===== config.mk =====
export PLATFORM = sky130hd
export DESIGN_NAME = imem_loader_flat
export DESIGN_NICKNAME = d
export VERILOG_FILES = /design/src/rtl/imem_loader_if.sv /design/src/rtl/imem_loader.sv /design/src/flat_wrapper.sv
export SDC_FILE = /design/constraint.sdc
export NUM_CORES = 1
export LEC_CHECK = 0
export ABC_AREA = 1
export CORE_MARGIN = 1
export CORE_UTILIZATION = 50
export CTS_CLUSTER_DIAMETER = 200
export DETAILED_ROUTE_END_ITERATION = 8
export GPL_ROUTABILITY_DRIVEN = 0
export PLACE_DENSITY = 0.85
export SYNTH_ARGS = -nofsm -noshare
export SYNTH_HDL_FRONTEND = slang
export SYNTH_SLANG_ARGS = --single-unit
export TNS_END_PERCENT = 100

===== constraint.sdc =====
create_clock -name clk -period 5.6 [get_ports clk]
set_clock_uncertainty 0.05 [all_clocks]
set_input_delay 1.4 -clock clk [delete_from_list [all_inputs] [get_ports clk]]
set_output_delay 1.4 -clock clk [all_outputs]
set_load 0.01 [all_outputs]

===== src/rtl/imem_loader_if.sv =====
// imem_loader_if: bundles the boot byte stream, load control/status and the
// instruction-memory write port of imem_loader.
//   master modport: byte source / host side (drives Start, WordCount, ByteIn, ByteValid).
//   slave modport:  the loader itself (drives ByteReady, Mem*, Busy, Done, Error, CpuHold).
// CNT_WIDTH must match the CNT_WIDTH of the connected imem_loader.
interface imem_loader_if #(
  parameter int unsigned CNT_WIDTH = 4
);
  logic                 Start;
  logic [CNT_WIDTH-1:0] WordCount;
  logic [7:0]           ByteIn;
  logic                 ByteValid;
  logic                 ByteReady;
  logic                 MemWE;
  logic [31:0]          MemAddress;
  logic [31:0]          MemWriteData;
  logic                 Busy;
  logic                 Done;
  logic                 Error;
  logic                 CpuHold;

  modport master (
    output Start, WordCount, ByteIn, ByteValid,
    input  ByteReady, MemWE, MemAddress, MemWriteData, Busy, Done, Error, CpuHold
  );

  modport slave (
    input  Start, WordCount, ByteIn, ByteValid,
    output ByteReady, MemWE, MemAddress, MemWriteData, Busy, Done, Error, CpuHold
  );
endinterface


===== src/rtl/imem_loader.sv =====
// imem_loader: receives a byte stream over a valid/ready handshake, assembles
// little-endian 32-bit words and writes them to consecutive instruction-memory
// word addresses starting at 0. The processor is held (CpuHold) until a load
// completes without error.
// Ports:
//   clk      - rising-edge clock
//   reset_n  - asynchronous active-low reset
//   bus      - imem_loader_if.slave: Start/WordCount control, ByteIn/ByteValid/ByteReady
//              stream, MemWE/MemAddress/MemWriteData write port, Busy/Done/Error/CpuHold status
// All outputs are registered.
// Optional feature: define IMEM_LOADER_CHECKSUM_EN to require one trailing byte equal to
// the XOR of all data bytes; a mismatch sets Error.
module imem_loader #(
  parameter int unsigned MEM_DEPTH = 8,
  parameter int unsigned CNT_WIDTH = 4
) (
  input logic         clk,
  input logic         reset_n,
  imem_loader_if.slave bus
);

`ifdef IMEM_LOADER_CHECKSUM_EN
  typedef enum logic [2:0] {StIdle, StCollect, StWrite, StDone, StCheck} state_e;
  logic [7:0] csum_q;
`else
  typedef enum logic [2:0] {StIdle, StCollect, StWrite, StDone} state_e;
`endif

  state_e               state_q;
  logic [CNT_WIDTH-1:0] count_q;
  logic [CNT_WIDTH-1:0] index_q;
  logic [1:0]           lane_q;
  logic                 byte_ready_q;
  logic                 mem_we_q;
  logic [31:0]          mem_addr_q;
  logic [31:0]          data_q;
  logic                 busy_q;
  logic                 done_q;
  logic                 error_q;
  logic                 cpu_hold_q;

  always_ff @(posedge clk or negedge reset_n) begin
    if (!reset_n) begin
      state_q      <= StIdle;
      count_q      <= '0;
      index_q      <= '0;
      lane_q       <= '0;
      byte_ready_q <= 1'b0;
      mem_we_q     <= 1'b0;
      mem_addr_q   <= '0;
      data_q       <= '0;
      busy_q       <= 1'b0;
      done_q       <= 1'b0;
      error_q      <= 1'b0;
      cpu_hold_q   <= 1'b1;
`ifdef IMEM_LOADER_CHECKSUM_EN
      csum_q       <= '0;
`endif
    end else begin
      case (state_q)
        StIdle, StDone: begin
          if (bus.Start) begin
            count_q <= bus.WordCount;
            index_q <= '0;
            lane_q  <= '0;
            done_q  <= 1'b0;
            error_q <= 1'b0;
`ifdef IMEM_LOADER_CHECKSUM_EN
            csum_q  <= '0;
`endif
            if (bus.WordCount == '0) begin
              state_q    <= StDone;
              done_q     <= 1'b1;
              cpu_hold_q <= 1'b0;
            end else if (32'(bus.WordCount) > MEM_DEPTH) begin
              // Oversized load is rejected before any write; CPU stays held.
              state_q    <= StDone;
              done_q     <= 1'b1;
              error_q    <= 1'b1;
              cpu_hold_q <= 1'b1;
            end else begin
              state_q      <= StCollect;
              busy_q       <= 1'b1;
              byte_ready_q <= 1'b1;
              cpu_hold_q   <= 1'b1;
            end
          end
        end

        StCollect: begin
          // byte_ready_q is always high here, so ByteValid alone marks a transfer.
          if (bus.ByteValid) begin
            data_q[{lane_q, 3'b000} +: 8] <= bus.ByteIn;
            lane_q <= lane_q + 2'd1;
`ifdef IMEM_LOADER_CHECKSUM_EN
            csum_q <= csum_q ^ bus.ByteIn;
`endif
            if (lane_q == 2'd3) begin
              state_q      <= StWrite;
              byte_ready_q <= 1'b0;
              mem_we_q     <= 1'b1;
              mem_addr_q   <= 32'(index_q);
            end
          end
        end

        StWrite: begin
          mem_we_q <= 1'b0;
          index_q  <= index_q + CNT_WIDTH'(1);
          if (index_q == count_q - CNT_WIDTH'(1)) begin
`ifdef IMEM_LOADER_CHECKSUM_EN
            state_q      <= StCheck;
            byte_ready_q <= 1'b1;
`else
            state_q    <= StDone;
            busy_q     <= 1'b0;
            done_q     <= 1'b1;
            cpu_hold_q <= 1'b0;
`endif
          end else begin
            state_q      <= StCollect;
            byte_ready_q <= 1'b1;
          end
        end

`ifdef IMEM_LOADER_CHECKSUM_EN
        StCheck: begin
          if (bus.ByteValid) begin
            state_q      <= StDone;
            byte_ready_q <= 1'b0;
            busy_q       <= 1'b0;
            done_q       <= 1'b1;
            error_q      <= (bus.ByteIn != csum_q);
            cpu_hold_q   <= (bus.ByteIn != csum_q);
          end
        end
`endif

        default: state_q <= StIdle;
      endcase
    end
  end

  assign bus.ByteReady    = byte_ready_q;
  assign bus.MemWE        = mem_we_q;
  assign bus.MemAddress   = mem_addr_q;
  assign bus.MemWriteData = data_q;
  assign bus.Busy         = busy_q;
  assign bus.Done         = done_q;
  assign bus.Error        = error_q;
  assign bus.CpuHold      = cpu_hold_q;

endmodule


===== src/flat_wrapper.sv =====
// flat-port wrapper written by rule: the top's interface ports become plain ports
module imem_loader_flat 
#(
  parameter int unsigned MEM_DEPTH = 8,
  parameter int unsigned CNT_WIDTH = 4
)
  (clk, reset_n, bus_Start, bus_WordCount, bus_ByteIn, bus_ByteValid, bus_ByteReady, bus_MemWE, bus_MemAddress, bus_MemWriteData, bus_Busy, bus_Done, bus_Error, bus_CpuHold);
  imem_loader_if #(.CNT_WIDTH(CNT_WIDTH)) bus_i ();
  input logic clk;
  input logic reset_n;
  input wire logic [$bits(bus_i.Start)-1:0] bus_Start;
  input wire logic [$bits(bus_i.WordCount)-1:0] bus_WordCount;
  input wire logic [$bits(bus_i.ByteIn)-1:0] bus_ByteIn;
  input wire logic [$bits(bus_i.ByteValid)-1:0] bus_ByteValid;
  output wire logic [$bits(bus_i.ByteReady)-1:0] bus_ByteReady;
  output wire logic [$bits(bus_i.MemWE)-1:0] bus_MemWE;
  output wire logic [$bits(bus_i.MemAddress)-1:0] bus_MemAddress;
  output wire logic [$bits(bus_i.MemWriteData)-1:0] bus_MemWriteData;
  output wire logic [$bits(bus_i.Busy)-1:0] bus_Busy;
  output wire logic [$bits(bus_i.Done)-1:0] bus_Done;
  output wire logic [$bits(bus_i.Error)-1:0] bus_Error;
  output wire logic [$bits(bus_i.CpuHold)-1:0] bus_CpuHold;
  assign bus_i.Start = bus_Start;
  assign bus_i.WordCount = bus_WordCount;
  assign bus_i.ByteIn = bus_ByteIn;
  assign bus_i.ByteValid = bus_ByteValid;
  assign bus_ByteReady = bus_i.ByteReady;
  assign bus_MemWE = bus_i.MemWE;
  assign bus_MemAddress = bus_i.MemAddress;
  assign bus_MemWriteData = bus_i.MemWriteData;
  assign bus_Busy = bus_i.Busy;
  assign bus_Done = bus_i.Done;
  assign bus_Error = bus_i.Error;
  assign bus_CpuHold = bus_i.CpuHold;
  imem_loader #(.MEM_DEPTH(MEM_DEPTH), .CNT_WIDTH(CNT_WIDTH)) u_core (.clk(clk), .reset_n(reset_n), .bus(bus_i));
endmodule

**Word level (Yosys, flattened, before mapping)**

Cells that the tools add are included.

- Register bits after elaboration: 55
- Word-level logic and storage cells: 82
- Output and inout bits: 70
- Bits of input ports: 16

- Reduce and logical (&&, ||, !) cells: 17
- Shift operators: 2
- Equal/unequal tests: 12
- Add/subtract/negate cells: 4
- Magnitude comparators: 1
- Mux-type cells: 34

Operators with widths:

| cell | count |
|---|---|
| 32-bit bitwise mux | 1 |
| 8-bit by 7-bit variable shift with 32-bit output, first input constant | 1 |
| 8-bit by 7-bit variable part select with 32-bit output | 1 |
| 1-bit two-way mux | 16 |
| 3-bit AND reduction | 5 |
| 3-bit two-way mux | 4 |
| 2-bit != test, second input constant | 5 |
| 3-bit one-hot mux with 3 select lines | 1 |
| 2-bit two-way mux | 4 |
| 1-bit one-hot mux with 2 select lines | 4 |
| 4-bit one-hot mux with 2 select lines | 1 |
| 5-bit negator with 7-bit output | 1 |
| 7-bit AND reduction | 1 |
| 3-bit by 2-bit == test with 1-bit output, second input constant | 2 |
| 2-bit AND reduction | 3 |
| 2-bit nonzero test | 3 |
| 5-bit AND reduction | 1 |
| 4-bit by 1-bit adder with 4-bit output, second input constant | 1 |
| 4-bit == test | 1 |
| 4-bit > comparator, second input constant | 1 |
| 4-bit logical NOT | 1 |
| 4-bit two-way mux | 1 |
| 2-bit by 1-bit != test with 1-bit output, second input constant | 2 |
| 2-bit one-hot mux with 2 select lines | 1 |
| other kinds (8) | 8 |

**Logic depth before layout (Yosys ltp)**

- Depth after elaboration: 5
- Mapped depth: 13
- Depth with buffers taken out: 13

**Worst setup path before layout**

Ideal clock, no wire load.

- Path type: input -> register
- From: input bus_WordCount[1]
- To: register u_core.busy_q (netlist: u_core.bus.Busy)
- Arrival time: 1980 ps
- Cell stages on the path: 8
- Setup time: 117 ps
- Buffers on the path: 0
- Data required time: 5433 ps
- Setup slack: 3454 ps
- Cells stage by stage: nor2_1 -> nand2_1 -> nand2_1 -> nand2_1 -> nand2_1 -> nand3_1 -> nand2_1 -> nand2_1

- Cells in the longest elaborated chain, start to end: 3
- Elaborated cells between the ends (all ways): 5
- Classes of those cells: 1 x order compare; 2 x eq/ne; 2 x reduce/logical

Ends and longest elaborated chain:

| item | line | RTL |
|---|---|---|
| start: declaration | flat_wrapper.sv:12 | `input wire logic [$bits(bus_i.WordCount)-1:0] bus_WordCount;` |
| 4-bit > comparator or 4-bit logical NOT (tied branches) | imem_loader.sv:75, imem_loader.sv:71 |  |
| 2-bit != test (no line) | -- |  |
| 5-bit AND reduction (no line) (*) | -- |  |
| end signal: assignment | imem_loader.sv:52 | `busy_q <= 1'b0;` |
| end signal: assignment | imem_loader.sv:83 | `busy_q <= 1'b1;` |
| end signal: assignment | imem_loader.sv:116 | `busy_q <= 1'b0;` |
| end: declaration | imem_loader.sv:37 | `logic busy_q;` |

Every way passes the cells marked *; elsewhere a longest branch is shown, timed or not.
A chain may end at the register's enable or synchronous reset.

**Final worst setup path**

- From: input bus_ByteValid
- To: register u_core.data_q[9] (netlist: u_core.bus.MemWriteData[9])

- Cells in the longest elaborated chain, start to end: 1

Ends and longest elaborated chain:

| item | line | RTL |
|---|---|---|
| start: declaration | flat_wrapper.sv:14 | `input wire logic [$bits(bus_i.ByteValid)-1:0] bus_ByteValid;` |
| 2-bit AND reduction (no line) | -- |  |
| end signal: indexed assignment | imem_loader.sv:93 | `data_q[{lane_q, 3'b000} +: 8] <= bus.ByteIn;` |
| end: declaration | imem_loader.sv:36 | `logic [31:0] data_q;` |

No other way between the ends.

==> out/results.ini <==
[final_layout]
fill_cells=468
drive_gt1_frac=0.0822
nNetsFinal=401
area_delta_synth_final_pct=22.1
stdcell_count=447
n_antenna_cell=0

[floorplan]
rows=26
die_area_sq_mm=0.00581
start_util=0.530
die_w_um=76.3
ioPinCount=86
core_area_sq_mm=0.00520
fp.dieH_um=76.3

[clock_network]
clockRootBuffer=clkbuf_8
clk_pin_slew_ns=0.09
cts_tree=done
clock_sinks=54
clk-insertion-delay-late_ns=0.31
cts_setup_buffers=0
clk_path_buf_depth=2
ctsHoldBuffers=0
cts-resized-gates=0
cts_htree_levels=2
cts-buffers-inserted=5

[synth]
synth_edf_count=0
async_reset_ff_frac=1.00
synth_cells=319
ys_types=28
synthesis.area_sq_mm=0.00276
synth_top_cell_area_share=0.481
synthFlopType=dfrtp_1
synth.top_cells.by_count=nand2_1, dfrtp_1, o21ai_1, buf_4, inv_1
yosysWarningCount=0
synth-seq-cells=54
avgSynthCellArea_sq_um=8.64
synth_area_leaders=dfrtp_1, nand2_1, buf_4
yosys.area.top_type=dfrtp_1
ys_seq_area_frac=0.491
synth_most_common_cell=nand2_1

[critical_path]
r2r_setup_slack_ns=3.54
worstRegToRegCells=6
worstPathRequired_ns=5.78
critPathArrivalTime_ns=3.17
cp-start-kind=primary input
crit_path_end_kind=flip-flop
crit_fanout=29
worstSetupPathType=primary input to flip-flop

[detailed_routing]
first_iter_violations=151
wl_per_cell_um=13.5
via_count=2283
drtPass1Iterations=4
routed_wl_um=6050
drc_errors=0
drt-vias-per-instance=5.11
ant_nets=0

[global_routing]
grt_pass1_vias=2167
grt_pass1_wl_um=10000
grt_max_degree=55
grt-ovfl-total=0
grt_usage=0.216
antenna_found_initial=0

[timing]
worstMarginPinSlew_ns=0.929
setup_violations=0
finalHoldViolCount=0
finalCritPeriodShare=0.534
slew_viol_final=0
relSlewSlack=0.379
rsz0062_at_grt=no
period_needed_ns=2.99
fmax_ghz=0.334
fin_tns_setup_ns=0

[min_path]
hold_depth=2
holdCritPathClass=flip-flop to flip-flop

[place]
dp_hpwl_um=4360
portBuffers=57
place_inst=439

[power_and_ir_drop]
irDropWorstVdd_mv=0.254
p_leak_nw=1.61
powerDensity_mw_per_mm2=469

[status]
status=finished, final reports clean

[job]
drv_cap=0

[worst max-delay path: stages]
cell             delay [ns]
clkdlybuf4s50_1        0.47
nand2_1                0.52
nor2_1                 0.37
nand2_1                0.21
o21ai_1                0.19
[metal layers]
metal / up-vias / wire (um) / track usage / part of all wire
li1: 1115 / - / - / -
met1: 1071 / 2620 / 0.276 / 0.43
met2: 87 / 2960 / 0.364 / 0.49
met3: 10 / 379 / 0.0467 / 0.063
met4: 0 / 80 / 0.0712 / 0.013
met5: - / 0 / 0 / 0
[cell usage in the layout, fill, tap and decap left out, drive strengths merged, types with 5 or more instances in the layout]
| master | n |
|---|---|
| nand4 | 18 |
| ha | 9 |
| inv | 26 |
| nand3 | 16 |
| clkbuf | 7 |
| conb | 28 |
| nor2 | 17 |
| clkdlybuf4s50 | 56 |
| a21oi | 5 |
| o21ai | 55 |
| dfrtp | 53 |
| nand2 | 74 |
[state kept, by name (all words and copies together) (netlist names)]
name	flops
u_core.bus.Busy	1
u_core.bus.ByteReady	1
u_core.bus.CpuHold	1
u_core.bus.Done	1
u_core.bus.Error	1
u_core.bus.MemAddress	4
u_core.bus.MemWE	1
u_core.bus.MemWriteData	32
u_core.count_q	4
u_core.index_q	4
u_core.lane_q	2
u_core.state_q	2
[area by class of cell]
type	instances	area, sq um	share of cell area
Timing Repair Buffer	58	573	0.170
Clock buffer	7	86.3	0.0257
Multi-Input combinational cell	230	1160	0.345
Tap cell	70	87.6	0.0260
Clock inverter	1	5.00	0.00149
Inverter	27	101	0.0301
Sequential cell	54	1350	0.402
[where the power goes]
part / switching (W) / internal (W) / leakage, nW / total (W)
clock network: 0.000126 / 0.000100 / 0.0482 / 0.000226
registers: 0.0000795 / 0.000511 / 0.716 / 0.000590
logic: 0.000443 / 0.000319 / 0.849 / 0.000761
total: 0.000648 / 0.000929 / 1.61 / 0.00158
[metrics by stage]
stage	total power [W]	setup WS, ns	hold slack [ns]	util	area, sq um
2_1_floorplan	0.00108	3.45	0.426	-	2860
3_3_place_gp	0.00132	2.39	0.408	0.629	3270
3_5_place_dp	0.00135	2.34	0.410	0.629	3270
4_1_cts	0.00158	2.65	0.425	0.647	3370
5_1_grt	0.00170	2.45	0.441	0.647	3370
6_report	0.00158	2.61	0.423	0.647	3370
[final timing paths]
check / from / end
max reg2reg: u_core.state_q[1] / u_core.bus.MemWriteData[9]
min reg2reg: u_core.bus.CpuHold / u_core.bus.CpuHold
min in group asynchronous: reset_n / u_core.bus.MemAddress[2]
min: u_core.bus.CpuHold / u_core.bus.CpuHold
max: bus_ByteValid / u_core.bus.MemWriteData[9]
max in group asynchronous: reset_n / u_core.bus.MemWriteData[3]
[cell families after synthesis]
family / Yosys count / synth area share
flip-flops: 54 / 0.491
other: 1 / 0.00136
AO/OA/AOI/OAI: 62 / 0.118
AND/OR/NAND/NOR: 128 / 0.215
buffers and inverters: 62 / 0.125
adder cells (fa/ha/maj): 9 / 0.0409
XOR/XNOR: 3 / 0.00953
No activity file was read; power rests on OpenSTA's default activity.
